===== src/rtl/weight_stream_ram.sv =====
// rtl/weight_stream_ram.sv - column-organised weight memory with burst load and windowed, wrapping stream-out
// Optional out_last flag on the final streamed column is enabled by defining WSRAM_LAST_EN.
module weight_stream_ram #(
  parameter int NROW          = 16,
  parameter int NCOL          = 16,
  parameter int BITWIDTH      = 18,
  parameter int ADDR_BITWIDTH = $clog2(NCOL)
) (
  input  logic                       clk,
  input  logic                       reset,
  input  logic                       load_start,
  input  logic                       in_valid,
  output logic                       in_ready,
  input  logic [NROW*BITWIDTH-1:0]   rowIn,
  output logic                       load_done,
  input  logic                       stream_start,
  input  logic [ADDR_BITWIDTH-1:0]   stream_base,
  input  logic [ADDR_BITWIDTH:0]     stream_len,
  output logic                       out_valid,
  input  logic                       out_ready,
  output logic [NROW*BITWIDTH-1:0]   rowOut,
`ifdef WSRAM_LAST_EN
  output logic                       out_last,
`endif
  output logic                       busy
);

  localparam int                     W        = NROW * BITWIDTH;
  localparam logic [ADDR_BITWIDTH-1:0] LAST_COL = ADDR_BITWIDTH'(NCOL - 1);
  localparam logic [ADDR_BITWIDTH:0]   MAX_LEN  = (ADDR_BITWIDTH + 1)'(NCOL);
  localparam logic [ADDR_BITWIDTH:0]   ONE_LEN  = (ADDR_BITWIDTH + 1)'(1);

  typedef enum logic [1:0] {IDLE, LOAD, STREAM} state_t;

  state_t                   state, state_next;
  logic [W-1:0]             mem [NCOL];
  logic [ADDR_BITWIDTH-1:0] wr_col, rd_col;
  logic [ADDR_BITWIDTH:0]   remaining;
  logic                     start_load, start_stream, do_write, do_read, do_finish;
  logic                     last_q;

  always_ff @(posedge clk or negedge reset) begin
    if (!reset) state <= IDLE;
    else        state <= state_next;
  end

  // Load and stream are mutually exclusive states, so the array never sees a read and write together.
  always_comb begin
    state_next   = state;
    start_load   = 1'b0;
    start_stream = 1'b0;
    do_write     = 1'b0;
    do_read      = 1'b0;
    do_finish    = 1'b0;
    in_ready     = 1'b0;
    busy         = (state != IDLE);
    case (state)
      IDLE: begin
        if (load_start) begin
          start_load = 1'b1;
          state_next = LOAD;
        end else if (stream_start && stream_len != '0 && stream_len <= MAX_LEN) begin
          start_stream = 1'b1;
          state_next   = STREAM;
        end
      end
      LOAD: begin
        in_ready = 1'b1;
        if (in_valid) begin
          do_write = 1'b1;
          if (wr_col == LAST_COL) state_next = IDLE;
        end
      end
      STREAM: begin
        if (remaining != '0 && (!out_valid || out_ready)) begin
          do_read = 1'b1;
        end else if (remaining == '0 && out_valid && out_ready) begin
          do_finish  = 1'b1;
          state_next = IDLE;
        end
      end
      default: state_next = IDLE;
    endcase
  end

  // Storage is deliberately outside the reset domain so weights survive a reset.
  always_ff @(posedge clk) begin
    if (do_write) mem[wr_col] <= rowIn;
  end

  always_ff @(posedge clk or negedge reset) begin
    if (!reset) begin
      wr_col    <= '0;
      rd_col    <= '0;
      remaining <= '0;
      load_done <= 1'b0;
      out_valid <= 1'b0;
      rowOut    <= '0;
      last_q    <= 1'b0;
    end else begin
      load_done <= do_write && (wr_col == LAST_COL);
      if (start_load)    wr_col <= '0;
      else if (do_write) wr_col <= wr_col + ADDR_BITWIDTH'(1);
      if (start_stream) begin
        rd_col    <= stream_base;
        remaining <= stream_len;
      end else if (do_read) begin
        rowOut    <= mem[rd_col];
        out_valid <= 1'b1;
        rd_col    <= rd_col + ADDR_BITWIDTH'(1);
        remaining <= remaining - ONE_LEN;
        last_q    <= (remaining == ONE_LEN);
      end else if (do_finish) begin
        out_valid <= 1'b0;
        last_q    <= 1'b0;
      end
    end
  end

`ifdef WSRAM_LAST_EN
  assign out_last = last_q;
`else
  logic unused_last;
  assign unused_last = last_q;
`endif

endmodule

===== config.mk =====
export PLATFORM = sky130hd
export DESIGN_NAME = weight_stream_ram
export DESIGN_NICKNAME = d
export VERILOG_FILES = /design/src/rtl/weight_stream_ram.sv
export SDC_FILE = /design/constraint.sdc
export NUM_CORES = 2
export LEC_CHECK = 0
export CAP_MARGIN = 0
export CORE_MARGIN = 2
export CORE_UTILIZATION = 57
export DETAILED_ROUTE_END_ITERATION = 16
export PLACE_DENSITY = 0.78
export SYNTH_ARGS = -nofsm -noshare
export SYNTH_HDL_FRONTEND = slang
export SYNTH_MEMORY_MAX_BITS = 65536
export SYNTH_SLANG_ARGS = --single-unit

===== constraint.sdc =====
create_clock -name clk -period 18.7 [get_ports clk]
set_input_delay 3.74 -clock clk [delete_from_list [all_inputs] [get_ports clk]]
set_output_delay 3.74 -clock clk [all_outputs]
set_load 0.005 [all_outputs]

==> run metrics <==
Critical Path Sink Type register; Tcrit/Tclk final 43.04%; # H-tree levels 5; largest net degree at the start of global routing 171; die width 573.5 um; initial antenna violation count 79; synth top area cells edfxtp_1 (75%), mux4_2 (11%), dfrtp_1 (4.1%); vias in the first global route 94333; PortBufs 594; Num Clock Sinks 4913; Ys Warns 0; first-pass GRT wire length 653900 um; row count 209; die area 0.3289 mm^2; WS Path Type in -> reg; register area 0.1460 mm^2; final net count 9306; Hold-fix buffers, CTS 0; # resized after CTS 0; peak supply drop 0.2779 mV; Setup Skew 0.08247 ns; ys async rst share 6.208%; highest routed layer met5; Min Clock Period, post-route 8.049 ns; Power Total 31.97 mW; Fin. Hold Viols 0; Iter 0 DRT Violations 11705; Via density 6.589; drc violations 0; Distinct cells, synth 46; Syn Inst Count 8303; DP Worst Slack 9.790 ns; syn nets 8612; Syn Area/Cell 22.27 um^2; Power Density 151.8 mW/mm^2; Die Y 573.5 um; fin util 65.10%; Synth top area share 74.84%; Leak Pwr 67.60 nW; Hold WC Path Type reg -> reg; M1 WL 160800 um; sequential element share of the synthesized area 78.97%; commonest non-fill, non-tap cell in the layout edfxtp_1; PnR worst setup slack 10.65 ns; DR WL met2 221800 um; CTS Buf Count 458; DR pass1 iterations 5; layout cells sized above 1 21.19%; run status finished, final reports clean; CP Launch Type input port; Initial Util 57.16%; Max Slew Vio Count 0; most frequent cells in the layout edfxtp_1 (4608), mux4_2 (916), clkdlybuf4s50_1 (593); EDFF count, synth 4608; WP data required 19.28 ns; RSZ-0062 raised after global routing no; clk slew on worst S/H paths 0.06 ns; Placed Cells 12862; core area 0.3235 mm^2; Tot GR Track Use 27.09%; max-cap viol count 0; routed len/inst 32.43 um; DP Wirelength 227600 um; setup TNS 0 ns; clock buffer depth 4; fmax 124.2 MHz; met3 WL 50020 um; relative slew slack 14.80%; vias post-DR 90935; TritonCTS clock tree built; Clock Tree Root clkbuf_16; Area Overhead vs Synth 13.91%; Max FO, Critical Path 53; post-route ant nets 0; setup slack, reg-to-reg 12.37 ns; Post-synth top flop edfxtp_1; final WL 447500 um; # IOs 595; area leader, netlist edfxtp_1; Setup Buffers After CTS 0; Synth Register Bits 4913; Post-Layout Cell Count 13800; RePlAce Congestion 0.7729; Layout fillers 19911; multi-input logic area 0.03622 mm^2; gr ovfl total 0; Least-Margin Pin Slew 1.278 ns; Worst EP arrival 8.63 ns; # setup viols final 0; Worst-Skew Late Latency 1.03 ns; Cell Area, Synth 0.1849 mm^2
through the flow:
step,area (um^2),hold WS (ns)
2_1_floorplan,184900,0.4726
5_1_grt,210500,0.4937
3_5_place_dp,195000,0.4678
6_report,210600,0.4790
4_1_cts,210400,0.4807
3_3_place_gp,195000,0.4620
cells in the mapped netlist (19+ instances only):
master / n
a211oi_1: 118
a21oi_1: 124
a221oi_2: 166
a22o_1: 174
and2_1: 19
buf_1: 43
buf_2: 203
buf_4: 24
buf_6: 62
clkbuf_1: 175
dfrtp_1: 305
edfxtp_1: 4608
mux2i_1: 474
mux4_2: 916
nand2_1: 292
o21ai_0: 40
o21ai_1: 133
o221ai_1: 118
o22ai_1: 118
o31ai_1: 118
layout make-up:
| type | count | area share (%) |
|---|---|---|
| inverter | 7 | 0.01307 |
| clock inverter | 287 | 1.454 |
| clock buffer | 580 | 5.850 |
| timing repair buffer | 742 | 3.496 |
| tap | 4325 | 2.570 |
| antenna | 71 | 0.08436 |
| sequential | 4913 | 69.34 |
| multi-input combinational | 2875 | 17.20 |
flip-flops by register name, indices dropped and copies added, names as in the netlist:
signal / flops
out_valid: 1
wr_col: 4
load_done: 1
rowOut: 288
rd_col: 4
remaining: 5
state: 2
mem: 4608
power breakdown:
group          internal, mW  switching, mW  total [mW]  leakage, nW
sequential             13.2          0.555        13.8         45.3
combinational          3.73           5.04        8.76         14.8
clock                  5.29           4.12        9.40         7.53
cells by family after synthesis:
| kind of cell | synth area share, % |
|---|---|
| xor+xnor | 0.004738 |
| buf+inv | 1.489 |
| simple gates | 0.7850 |
| fa+ha+maj | 0.04060 |
| flops | 78.97 |
| mux | 13.72 |
| compound gates | 4.987 |
final timing paths:
check | startpoint | to | depth (start not counted)
max in group asynchronous | reset | rowOut[253] | 4
max | in_valid | mem[0][239] | 8
min in group asynchronous | reset | rowOut[66] | 1
min | rowOut[9] | rowOut[9] | 2
max reg2reg | rd_col[2] | rowOut[255] | 9
min reg2reg | rowOut[9] | rowOut[9] | 2
routing by layer:
metal	track usage, %	up-vias
li1	-	36672
met1	36.85	47839
met2	44.17	5463
met3	5.890	891
met4	8.790	70
met5	0	-
critical path, cell delays in order:
cell and delay (ns):
clkdlybuf4s50_1 0.55, nor2b_1 0.27, nand2_1 0.14, nor3_1 0.45, and2_4 0.79, buf_4 0.81
buf_4 0.81, buf_4 0.85
No activity file was read; power rests on OpenSTA's default activity.
